==> config.mk <==
export PLATFORM = sky130hd
export DESIGN_NAME = maze_mem_arbiter_flat
export DESIGN_NICKNAME = d
export VERILOG_FILES = /design/src/rtl/maze_pkg.sv /design/src/rtl/maze_mem_arbiter_if.sv /design/src/rtl/maze_mem_arbiter_rr_arb2.sv /design/src/rtl/maze_mem_arbiter.sv /design/src/flat_wrapper.sv
export SDC_FILE = /design/constraint.sdc
export NUM_CORES = 1
export LEC_CHECK = 0
export CAP_MARGIN = 20
export CORE_MARGIN = 10
export CORE_UTILIZATION = 34
export CTS_CLUSTER_SIZE = 30
export DETAILED_ROUTE_END_ITERATION = 8
export PLACE_DENSITY_LB_ADDON = 0.05
export SLEW_MARGIN = 40
export SYNTH_ARGS = -nofsm -noshare
export SYNTH_HDL_FRONTEND = slang
export SYNTH_SLANG_ARGS = --single-unit
==> constraint.sdc <==
create_clock -name clk -period 1.6 [get_ports clk]
set_input_delay 0.16 -clock clk [delete_from_list [all_inputs] [get_ports clk]]
set_output_delay 0.16 -clock clk [all_outputs]
set_load 0.005 [all_outputs]
==> src/rtl/maze_pkg.sv <==
// Shared definitions for the maze memory arbiter: index width, FSM encoding,
// cell encoding and a small one-hot helper.
package maze_pkg;

  localparam int MAZE_WIDTH = 6;

  typedef enum logic [1:0] {
    IDLE    = 2'd0,
    ISSUE   = 2'd1,
    CAPTURE = 2'd2
  } state_e;

  localparam logic WALL = 1'b1;
  localparam logic PATH = 1'b0;

  function automatic logic [1:0] onehot2(input logic idx);
    return idx ? 2'b10 : 2'b01;
  endfunction

endpackage

==> src/rtl/maze_mem_arbiter_if.sv <==
// Bundle of the two requester ports and the maze memory port.
// master = solvers + memory side, slave = the arbiter.
interface maze_mem_arbiter_if #(
  parameter int maze_width = maze_pkg::MAZE_WIDTH
) ();
  logic                  req0, req1;
  logic [maze_width-1:0] row0, col0, row1, col1;
  logic                  we0, we1;
  logic                  gnt0, gnt1;
  logic                  rvalid0, rvalid1;
  logic                  rdata0, rdata1;
  logic [maze_width-1:0] row, col;
  logic                  maze_oe, maze_we, maze_in;
  logic                  busy;

  modport slave (
    input  req0, req1, row0, col0, row1, col1, we0, we1, maze_in,
    output gnt0, gnt1, rvalid0, rvalid1, rdata0, rdata1,
           row, col, maze_oe, maze_we, busy
  );

  modport master (
    output req0, req1, row0, col0, row1, col1, we0, we1, maze_in,
    input  gnt0, gnt1, rvalid0, rvalid1, rdata0, rdata1,
           row, col, maze_oe, maze_we, busy
  );
endinterface

==> src/rtl/maze_mem_arbiter_rr_arb2.sv <==
// Two-way round-robin picker. ptr_i names the favoured requester when both ask;
// the pointer itself lives in the parent.
module rr_arb2
  import maze_pkg::*;
(
  input  logic [1:0] req_i,
  input  logic       ptr_i,
  input  logic       enable_i,
  output logic [1:0] gnt_o
);

  always_comb begin
    gnt_o = 2'b00;
    if (enable_i) begin
      if (&req_i) gnt_o = onehot2(ptr_i);
      else        gnt_o = req_i;
    end
  end

endmodule

==> src/rtl/maze_mem_arbiter.sv <==
// Serialises single-cell reads/writes from two solver cores onto one
// synchronous maze memory port; one operation in flight, three cycles each.
module maze_mem_arbiter
  import maze_pkg::*;
#(
  parameter int maze_width = MAZE_WIDTH
) (
  input  logic              clk,
  input  logic              rst_n,
  maze_mem_arbiter_if.slave bus
);

  state_e                state_q, state_d;
  logic                  ptr_q, ptr_d;
  logic                  owner_q, owner_d;
  logic                  we_q, we_d;
  logic [maze_width-1:0] row_q, row_d, col_q, col_d;
  logic                  oe_q, oe_d, mwe_q, mwe_d;
  logic [1:0]            rvalid_q, rvalid_d;
  logic [1:0]            rdata_q, rdata_d;
  logic [1:0]            req, gnt;

  assign req = {bus.req1, bus.req0};

  // Grants are suppressed combinationally while reset is held.
  rr_arb2 u_arb (
    .req_i   (req),
    .ptr_i   (ptr_q),
    .enable_i(state_q == IDLE && rst_n),
    .gnt_o   (gnt)
  );

  always_comb begin
    state_d  = state_q;
    ptr_d    = ptr_q;
    owner_d  = owner_q;
    we_d     = we_q;
    row_d    = row_q;
    col_d    = col_q;
    oe_d     = 1'b0;
    mwe_d    = 1'b0;
    rvalid_d = 2'b00;
    rdata_d  = rdata_q;
    case (state_q)
      IDLE: begin
        if (|(req & gnt)) begin
          owner_d = gnt[1];
          we_d    = gnt[1] ? bus.we1  : bus.we0;
          row_d   = gnt[1] ? bus.row1 : bus.row0;
          col_d   = gnt[1] ? bus.col1 : bus.col0;
          oe_d    = !we_d;
          mwe_d   = we_d;
          ptr_d   = !gnt[1];
          state_d = ISSUE;
        end
      end
      ISSUE: state_d = CAPTURE;
      CAPTURE: begin
        if (!we_q) rdata_d[owner_q] = bus.maze_in;
        rvalid_d[owner_q] = 1'b1;
        state_d = IDLE;
      end
      default: state_d = IDLE;
    endcase
  end

  always_ff @(posedge clk) begin
    if (!rst_n) begin
      state_q  <= IDLE;
      ptr_q    <= 1'b0;
      owner_q  <= 1'b0;
      we_q     <= 1'b0;
      row_q    <= '0;
      col_q    <= '0;
      oe_q     <= 1'b0;
      mwe_q    <= 1'b0;
      rvalid_q <= 2'b00;
      rdata_q  <= {PATH, PATH};
    end else begin
      state_q  <= state_d;
      ptr_q    <= ptr_d;
      owner_q  <= owner_d;
      we_q     <= we_d;
      row_q    <= row_d;
      col_q    <= col_d;
      oe_q     <= oe_d;
      mwe_q    <= mwe_d;
      rvalid_q <= rvalid_d;
      rdata_q  <= rdata_d;
    end
  end

  assign bus.gnt0    = gnt[0];
  assign bus.gnt1    = gnt[1];
  assign bus.rvalid0 = rvalid_q[0];
  assign bus.rvalid1 = rvalid_q[1];
  assign bus.rdata0  = rdata_q[0];
  assign bus.rdata1  = rdata_q[1];
  assign bus.row     = row_q;
  assign bus.col     = col_q;
  assign bus.maze_oe = oe_q;
  assign bus.maze_we = mwe_q;
  assign bus.busy    = (state_q != IDLE);

endmodule

==> src/flat_wrapper.sv <==
// flat-port wrapper written by rule: the top's interface ports become plain ports
module maze_mem_arbiter_flat import maze_pkg::*;
#(
  parameter int maze_width = MAZE_WIDTH
)
  (clk, rst_n, bus_req0, bus_req1, bus_row0, bus_col0, bus_row1, bus_col1, bus_we0, bus_we1, bus_maze_in, bus_gnt0, bus_gnt1, bus_rvalid0, bus_rvalid1, bus_rdata0, bus_rdata1, bus_row, bus_col, bus_maze_oe, bus_maze_we, bus_busy);
  maze_mem_arbiter_if #(.maze_width(maze_width)) bus_i ();
  input  logic clk;
  input  logic rst_n;
  input wire logic [$bits(bus_i.req0)-1:0] bus_req0;
  input wire logic [$bits(bus_i.req1)-1:0] bus_req1;
  input wire logic [$bits(bus_i.row0)-1:0] bus_row0;
  input wire logic [$bits(bus_i.col0)-1:0] bus_col0;
  input wire logic [$bits(bus_i.row1)-1:0] bus_row1;
  input wire logic [$bits(bus_i.col1)-1:0] bus_col1;
  input wire logic [$bits(bus_i.we0)-1:0] bus_we0;
  input wire logic [$bits(bus_i.we1)-1:0] bus_we1;
  input wire logic [$bits(bus_i.maze_in)-1:0] bus_maze_in;
  output wire logic [$bits(bus_i.gnt0)-1:0] bus_gnt0;
  output wire logic [$bits(bus_i.gnt1)-1:0] bus_gnt1;
  output wire logic [$bits(bus_i.rvalid0)-1:0] bus_rvalid0;
  output wire logic [$bits(bus_i.rvalid1)-1:0] bus_rvalid1;
  output wire logic [$bits(bus_i.rdata0)-1:0] bus_rdata0;
  output wire logic [$bits(bus_i.rdata1)-1:0] bus_rdata1;
  output wire logic [$bits(bus_i.row)-1:0] bus_row;
  output wire logic [$bits(bus_i.col)-1:0] bus_col;
  output wire logic [$bits(bus_i.maze_oe)-1:0] bus_maze_oe;
  output wire logic [$bits(bus_i.maze_we)-1:0] bus_maze_we;
  output wire logic [$bits(bus_i.busy)-1:0] bus_busy;
  assign bus_i.req0 = bus_req0;
  assign bus_i.req1 = bus_req1;
  assign bus_i.row0 = bus_row0;
  assign bus_i.col0 = bus_col0;
  assign bus_i.row1 = bus_row1;
  assign bus_i.col1 = bus_col1;
  assign bus_i.we0 = bus_we0;
  assign bus_i.we1 = bus_we1;
  assign bus_i.maze_in = bus_maze_in;
  assign bus_gnt0 = bus_i.gnt0;
  assign bus_gnt1 = bus_i.gnt1;
  assign bus_rvalid0 = bus_i.rvalid0;
  assign bus_rvalid1 = bus_i.rvalid1;
  assign bus_rdata0 = bus_i.rdata0;
  assign bus_rdata1 = bus_i.rdata1;
  assign bus_row = bus_i.row;
  assign bus_col = bus_i.col;
  assign bus_maze_oe = bus_i.maze_oe;
  assign bus_maze_we = bus_i.maze_we;
  assign bus_busy = bus_i.busy;
  maze_mem_arbiter #(.maze_width(maze_width)) u_core (.clk(clk), .rst_n(rst_n), .bus(bus_i));
endmodule
# After elaboration in Yosys (flattened, before gate mapping)
# Cells that the tools add are included.
[word_totals]
register_bits = 23
inputBits = 31
out_inout_bits = 21
wordCells = 40
[classes]
n_lt_le_gt_ge = 2
n_eq_ne = 3
mux = 11
n_bitwise = 2
reduce_logical = 12
[ops]
columns = ["op", "n"]
rows = [
  ["6-bit 2-to-1 mux", 2],
  ["2-bit 2-to-1 mux", 4],
  ["2-bit AND reduction", 4],
  ["2-bit one-hot mux with 2 select lines", 1],
  ["3-bit AND reduction", 1],
  ["2-bit bitwise AND", 1],
  ["2-bit bitwise mux", 1],
  ["2-bit by 1-bit == test with 1-bit output (second input constant)", 1],
  ["2-bit == test (second input constant)", 1],
  ["1-bit logical AND", 2],
  ["1-bit logical NOT", 2],
  ["2-bit logical NOT", 1],
  ["1-bit by 2-bit less-than comparator with 1-bit output (second input constant)", 1],
  ["1-bit 2-to-1 mux", 2],
  ["2-bit inequality test (second input constant)", 1],
  ["2-bit nonzero test", 1],
  ["2-bit OR reduction", 1],
  ["1-bit demux with 1-bit select", 1],
  ["1-bit >= comparator (second input constant)", 1],
  ["1-bit NOT", 1],
]

# Depth between registers and ports, before layout
# Gate-level depths: netlist of the first run.
[depth]
depth_word = 7
mapped_depth = 7
ltp_nobuf = 4

# Modules after synthesis
# Synthesis of the first run repeated with hierarchy kept, for this count alone.
[unflattened]
hier_cells = 103
area_unflattened_um2 = 1027.2
[by_module_without_submodules]
columns = ["mod", "instances", "cells_each", "area_each_um2", "seq_area_each_um2"]
rows = [
  ["maze_mem_arbiter", 1, 98, 1006.0, 460.4],
  ["rr_arb2", 1, 5, 21.3, 0.0],
]

# Worst setup path after synthesis of the first run
# No wires, ideal clock.
[synth_path]
path_type = "register to register"
from = "register u_core.ptr_q"
to = "register u_core.col_q[2] (netlist: u_core.bus.col[2])"
setup_time_ps = 121
arrival_time_ps = 1032
t_required_ps = 1479
setup_slack_ps = 447
path_stages_with_launch = 5
path_buffers = 1
period_less_slack_ps = 1153
cell_sequence = "dfxtp_1 -> o21ai_4 -> buf_8 -> mux2i_1 -> o21ai_2"
[synth_via]
elab_chain_len = 6
elab_cells_between_ends = 7
classes_between = "mux: 4; bitwise: 1; reduce/logical: 2"
[synth_rtl]
columns = ["element", "line", "source"]
rows = [
  ["start: declaration", "maze_mem_arbiter.sv:14", "logic ptr_q, ptr_d;"],
  ["start signal: assignment", "maze_mem_arbiter.sv:81", "ptr_q <= ptr_d;"],
  ["2-bit 2-to-1 mux (*)", "maze_pkg.sv:17", "return idx ? 2'b10 : 2'b01;"],
  ["2-bit 2-to-1 mux (*)", "maze_mem_arbiter_rr_arb2.sv:15", "if (&req_i) gnt_o = onehot2(ptr_i);"],
  ["2-bit 2-to-1 mux (*)", "maze_mem_arbiter_rr_arb2.sv:14", "if (enable_i) begin"],
  ["2-bit bitwise AND", "maze_mem_arbiter.sv:46", "if (|(req & gnt)) begin"],
  ["2-bit OR reduction", "maze_mem_arbiter.sv:46", ""],
  ["2-bit AND reduction (no source line)", "-", ""],
  ["end signal: assignment", "maze_mem_arbiter.sv:85", "col_q <= col_d;"],
  ["end: declaration", "maze_mem_arbiter.sv:17", "logic [maze_width-1:0] row_q, row_d, col_q, col_d;"],
]
# Mark *: on every way between the ends. The rest lies on a longest branch, timed or not.
# A chain may end at the register's enable or synchronous reset.

# Worst setup path in the final report of the first run
[layout_path]
from = "register u_core.state_q[0]"
to = "output bus_gnt0"
[layout_via]
elab_chain_len = 3
[layout_rtl]
columns = ["element", "line", "source"]
rows = [
  ["start: declaration", "maze_mem_arbiter.sv:13", "state_e state_q, state_d;"],
  ["start signal: assignment", "maze_mem_arbiter.sv:80", "state_q <= state_d;"],
  ["2-bit logical NOT", "maze_mem_arbiter.sv:29", ".enable_i(state_q == IDLE && rst_n),"],
  ["1-bit logical AND", "maze_mem_arbiter.sv:29", ""],
  ["2-bit 2-to-1 mux", "maze_mem_arbiter_rr_arb2.sv:14", ""],
  ["end: declaration", "flat_wrapper.sv:19", "output wire logic [$bits(bus_i.gnt0)-1:0] bus_gnt0;"],
]
# No other way between the ends.

==> key figures, run 1 <==
Status
  – Status: complete, no violations

CTS
  – Clock sink total: 23
  – Clock Pin Slew Worst Setup and Hold Paths: 0.12 ns
  – Clock Root Buffer: clkbuf_4
  – H-tree depth: 1
  – Number of CTS-inserted buffers: 3
  – Maximum clock path buffer count: 2
  – Worst-Skew Late Latency: 0.31 ns
  – CTS tree: yes

GRT
  – Global routing's busiest layer: met2
  – Initial antenna violation count: 0
  – GRT overflow: 0
  – First-pass GRT wire length: 4.62 mm
  – Pin count of the biggest net entering global routing: 30
  – Routing usage on met2: 18.3%
  – GRT Overall Usage: 10.7%
  – GR Util met3: 4.20%
  – Met1 track utilization from global routing: 11.5%
  – Number of global-route vias before repair: 966

Layout
  – Commonest non-fill, non-tap cell in the layout: clkdlybuf4s50_1
  – Fin util: 58.7%
  – Ratio of cells with drive above 1 in the final layout: 22.8%
  – FILL cells: 263
  – Antenna diode count: 0
  – Area delta synth->final: 61.4%
  – Final nets: 190
  – Fin cells: 189
  – Most frequent cells in the layout: 48 x clkdlybuf4s50_1, 21 x dfxtp_1, 15 x mux2i_1

Worst setup path
  – Critical R2R Launch: u_core.state_q[0]
  – Critical path type: reg2out
  – Setup crit end kind: output pin
  – Worst Reg-to-Reg Cells: 7
  – CP max stage delay: 0.35 ns
  – Setup crit end: bus_gnt0
  – Critical Path RT: 1.44 ns
  – Reg2reg end: u_core.bus.col[0]
  – Worst Setup SP: u_core.state_q[0]
  – CP max stage cell: dfxtp_2
  – CP max FO: 6
  – Crit path arrival time: 1.29 ns
  – Worst setup SP type: flip-flop
  – Worst-path cell chain: buf_4, nor3b_4, and3_2, clkbuf_2
  – Reg2reg setup slack: 0.28 ns

Die
  – Core area: 2810 um2
  – Die H: 74.8 um
  – Die width: 74.8 um
  – Ports: 52
  – Die area: 5600 um2
  – Initial core utilization: 36.4%
  – Floorplan row count: 19

Logic synthesis
  – Syn. warnings: 0
  – Cell Area, Synth: 1020 um2
  – Post-synth top area share: 45.1%
  – Sequential element share of the synthesized area: 45.1%
  – Synth cell types: 26
  – Dominant cell type by area after synthesis: dfxtp_1
  – Top cells by area, synth: dfxtp_1 45%, mux2i_1 15%, o21ai_2 8.6%
  – Synthesized Nets: 128
  – Avg Inst Size Synth: 10.5 um2
  – Yosys reg bits: 23
  – Cells after Synth: 97

Place
  – PortBufs: 51
  – Placed instance count: 185
  – Final RePlAce weighted congestion: 0.791
  – Half-perimeter wire length after placement: 2.26 mm

STA
  – Min cycle time layout: 1.45 ns
  – Clock skew: 0.00105 ns
  – Unrepaired setup endpoints after global routing: false
  – WHS: 0.448 ns
  – Final Hold Vio Count: 0
  – Max-Slew Margin vs Limit: 75.9%
  – Number of setup violations in the final report: 0
  – Max Slew Vio Count: 0
  – Max Freq: 691 MHz
  – Fin crit share: 90.5%
  – Slew @ Worst Pin: 0.356 ns

Flow run
  – Max-Cap Viols: 0

Worst hold path
  – Hold Crit Class: in2reg

Detailed routing
  – Initial DRC Count: 40
  – Vias/cell: 5.02
  – Vias: 949
  – DRT Wirelength: 2.81 mm
  – # DRC: 0
  – TritonRoute pass-1 iters: 4
  – Antenna violation net count after detailed routing: 0
  – DR WL/cell: 14.9 um

Power and ir drop
  – Max VDD drop: 0.307 mV
  – Power Density: 784 nW/um2
  – Leak: 0.696 nW
  – Final Power: 1.29 mW
-- logic make-up after synthesis --
kind of cell | synth area share [%]
buffers and inverters | 6.74
flip-flops | 45.1
AND/OR/NAND/NOR | 16.7
multiplexers | 14.7
AO/OA/AOI/OAI | 16.8
-- timing repair --
item / 4_1_cts / 5_1_grt
hold buffers: 0 / 0
setup buffers: 0 / 0
resized for setup: 7 / 2
endpoints found under the hold margin: 0 / 0
setup endpoints to repair: 3 / 1
-- cells in the mapped netlist --
library cell  count
a211oi_2          1
a21boi_0          1
a21oi_1           1
and3_2            1
and4b_1           1
and4bb_2          1
buf_2             1
buf_4             1
buf_6             2
buf_8             1
clkbuf_1          1
dfxtp_1          23
inv_1             4
mux2i_1          15
nand2_1           1
nand3_1          13
nor2_1            6
nor3_1            1
nor3b_1           1
nor3b_4           1
nor4b_1           2
o21a_1            1
o21ai_0           5
o21ai_2          10
o21ai_4           1
o31a_2            1
-- stage by stage --
step	cell area (um2)	worst slack (ns)	TNS, ns
final	1650	0.152	0
after global routing	1650	0.0810	0
after CTS	1650	0.0116	0
after detailed placement	1620	-0.194	-0.382
after global placement	1620	-0.209	-0.367
after floorplan	1020	0.447	0
-- flip-flops by register name, indices dropped and copies added, names as in the netlist --
register / cells
u_core.bus.col: 6
u_core.bus.maze_oe: 1
u_core.bus.maze_we: 1
u_core.bus.row: 6
u_core.owner_q: 1
u_core.ptr_q: 1
u_core.rdata_q: 2
u_core.rvalid_q: 2
u_core.state_q: 2
u_core.we_q: 1
-- final cells by class --
type	instances	area [um2]	share of cell area, %
clock buffer	4	26.3	1.59
tap	31	38.8	2.35
sequential	23	463	28.1
timing repair buffer	63	606	36.8
multi-input combinational	64	499	30.3
inverter	4	15.0	0.911
-- how the worst min path moves through the flow --
stage | from | endpoint | depth (start not counted)
finish | bus_we1 | u_core.bus.maze_oe | 2
global route | bus_we1 | u_core.bus.maze_oe | 2
CTS | bus_we1 | u_core.bus.maze_oe | 2
detailed placement | u_core.bus.col[3] | u_core.bus.col[3] | 2
global placement | u_core.bus.row[3] | u_core.bus.row[3] | 2
floorplan | bus_we1 | u_core.bus.maze_oe | 1
-- per-layer routing --
layer	share of wire [%]	up-vias	wire length (um)
met4	1.6	0	46
met5	0	-	0
li1	-	473	-
met2	47	42	1310
met1	41	429	1150
met3	11	5	303
-- power breakdown --
part           internal (mW)  leakage, nW  total, mW  switching (mW)
Combinational          0.230        0.491      0.370           0.140
Clock                 0.0973       0.0150      0.268           0.171
Sequential             0.625        0.190      0.654          0.0282
-- critical path, delay by kind of cell, from the launching register on --
kind	cells	cell delay (ns)
buffers and inverters	2	0.26
DFF	1	0.35
and+or+nand+nor	2	0.38
Note: power is estimated with default switching activity, not from simulation.
==> run 2: changes to the inputs <==
--- a/config.mk
+++ b/config.mk
@@ -6,8 +6,9 @@
 export NUM_CORES = 1
 export LEC_CHECK = 0
 export CAP_MARGIN = 20
+export CORE_ASPECT_RATIO = 1.2
 export CORE_MARGIN = 10
-export CORE_UTILIZATION = 34
+export CORE_UTILIZATION = 39
 export CTS_CLUSTER_SIZE = 30
 export DETAILED_ROUTE_END_ITERATION = 8
 export PLACE_DENSITY_LB_ADDON = 0.05
==> key figures, run 2 (synthesis gave the netlist of run 1 again) <==
Status
  – Status: complete, no violations

CTS
  – CTS tree: yes
  – Clock Root Buffer: clkbuf_4
  – CTS Hold Buffers Added: 0 (unchanged)
  – Clock sink total: 23 (unchanged)
  – Worst-Skew Late Latency: 0.30 ns (about the same)
  – Clock Pin Slew Worst Setup and Hold Paths: 0.12 ns (about the same)
  – H-tree depth: 1 (unchanged)
  – Number of CTS-inserted buffers: 3 (unchanged)
  – Maximum clock path buffer count: 2 (unchanged)

Worst setup path
  – Worst setup SP type: flip-flop
  – Setup crit end kind: output pin
  – Critical path type: reg2out
  – Critical Path RT: 1.44 ns (about the same)
  – CP max FO: 3 (-3)
  – CP max stage delay: 0.37 ns (+0.02 ns)
  – Crit path arrival time: 1.37 ns (+0.08 ns)
  – Worst-path cell chain: buf_4, nor3b_4, and3_4, clkdlybuf4s15_1
  – CP max stage cell: dfxtp_4

Power and ir drop
  – Sequential share of power: 50.4% (-0.2 points)
  – NetSw: 0.340 mW (+0.44%)
  – Leak: 0.708 nW (+1.8%)
  – Clock share of power: 20.6% (-0.2 points)
  – Internal cell power: 0.957 mW (+0.40%)
  – Part of the power in combinational logic: 29.1% (+0.5 points)
  – Power Density: 771 nW/um2 (-1.7%)
  – Switch share: 26.2% (about the same)
  – Max VDD drop: 0.478 mV (+56%)

Layout
  – Final nets: 192 (+1.1%)
  – Most frequent cells in the layout: 47 x clkdlybuf4s50_1, 21 x dfxtp_1, 15 x mux2i_1
  – Area delta synth->final: 64.8%
  – Commonest non-fill, non-tap cell in the layout: clkdlybuf4s50_1
  – Ratio of cells with drive above 1 in the final layout: 23.8% (+0.97 points)
  – Antenna diode count: 0 (unchanged)
  – FILL cells: 210 (-20%)

STA
  – Max-Slew Margin vs Limit: 77.8% (+1.9 points)
  – Slew @ Worst Pin: 0.328 ns (-0.0277 ns)
  – Clock skew: 0.00336 ns (+0.00231 ns)
  – Fin crit share: 95.5% (+5.0 points)
  – Max Freq: 655 MHz (-5.2%)
  – WHS: 0.437 ns (-0.0106 ns)
  – Max Slew Vio Count: 0 (unchanged)
  – Final Hold Vio Count: 0 (unchanged)
  – Unrepaired setup endpoints after global routing: false
  – Setup slack after layout: 0.0727 ns (-0.0795 ns)
  – Number of setup violations in the final report: 0 (unchanged)
  – Min cycle time layout: 1.53 ns (+0.0795 ns)

Die
  – Die H: 76.1 um (+1.7%)
  – Ports: 52 (unchanged)
  – Initial core utilization: 40.4% (+4.0 points)
  – Floorplan row count: 20 (+1)
  – Die width: 66.7 um (-11%)
  – Die area: 5070 um2 (-9.3%)
  – Core area: 2530 um2 (-9.9%)

Detailed routing
  – Max Used Layer: met4
  – DR WL/cell: 14.1 um (-4.8%)
  – # DRC: 0 (unchanged)
  – TritonRoute pass-1 iters: 3 (-1)
  – DRT Wirelength: 2.73 mm (-2.8%)
  – Vias: 920 (-3.1%)
  – Initial DRC Count: 26 (-35%)
  – Metal3 WL: 314 um (+3.6%)
  – Antenna violation net count after detailed routing: 0 (unchanged)
  – Met1 wire length: 1.12 mm (-2.6%)
  – WL met2: 1.27 mm (-2.5%)
  – Vias/cell: 4.77 (-5.1%)

GRT
  – Number of global-route vias before repair: 924 (-4.3%)
  – Initial antenna violation count: 0 (unchanged)
  – GRT Overall Usage: 11.0% (+0.22 points)
  – GRT overflow: 0 (unchanged)
  – Pin count of the biggest net entering global routing: 30 (unchanged)
  – First-pass GRT wire length: 4.49 mm (-3.0%)

Place
  – Setup WS pre-CTS: -0.161 ns (+0.0328 ns)
  – Final RePlAce weighted congestion: 0.751 (-5.1%)
  – PortBufs: 51 (unchanged)
  – Half-perimeter wire length after placement: 2.09 mm (-7.7%)

Worst hold path
  – Hold Crit Class: in2reg

Flow run
  – Max-Cap Viols: 0 (unchanged)
==> run 2: layer usage <==
metal	global-route usage [%]	vias up
met5	0	-
li1	-	480
met1	13.5	404
met4	4.41	0
met2	16.0	34
met3	4.71	2
==> run 2: layout make-up <==
cell class / instances / area (um2) / area share, %
timing repair buffer: 65 / 624 / 37.1
multi-input combinational: 64 / 508 / 30.2
sequential: 23 / 468 / 27.8
tap: 33 / 41.3 / 2.45
clock buffer: 4 / 26.3 / 1.56
inverter: 4 / 15.0 / 0.892
==> run 2: critical path, delay by kind of cell (launching register included) <==
family / cells / cell delay (ns)
buffers and inverters: 2 / 0.33
DFF: 1 / 0.37
and+or+nand+nor: 2 / 0.36
==> run 2: worst paths after layout <==
check | to | cells after the start | start | slack (ns)
min reg2reg | u_core.bus.col[3] | 2 | u_core.bus.col[3] | 0.48
max | bus_gnt0 | 4 | u_core.state_q[0] | 0.07
min | u_core.owner_q | 3 | rst_n | 0.44
max reg2reg | u_core.bus.col[1] | 7 | u_core.state_q[0] | 0.28
==> run 2: timing repair <==
action                                  4_1_cts  5_1_grt
pin swaps                                     0        1
resized for setup                            11        3
setup buffers                                 2        1
endpoints found under the setup margin        3        1
cloned                                        0        0
==> run 2: metrics by stage <==
stage,utilization (%),power [mW],setup TNS (ns),cell area [um2],cells
6_report,66.6,1.30,0,1680,193
4_1_cts,66.1,1.30,0,1670,192
3_3_place_gp,63.9,1.03,-0.230,1610,186
2_1_floorplan,-,0.822,0,1020,97
3_5_place_dp,63.9,1.04,-0.334,1610,186
5_1_grt,66.6,1.37,0,1680,193
==> run 2: power by group through the flow <==
stage               clock network [mW]  logic [mW]  registers, mW
floorplan                            0       0.151          0.671
global placement                     0       0.363          0.666
detailed placement                   0       0.370          0.668
CTS                              0.271       0.377          0.654
global route                     0.296       0.411          0.662
finish                           0.267       0.377          0.653
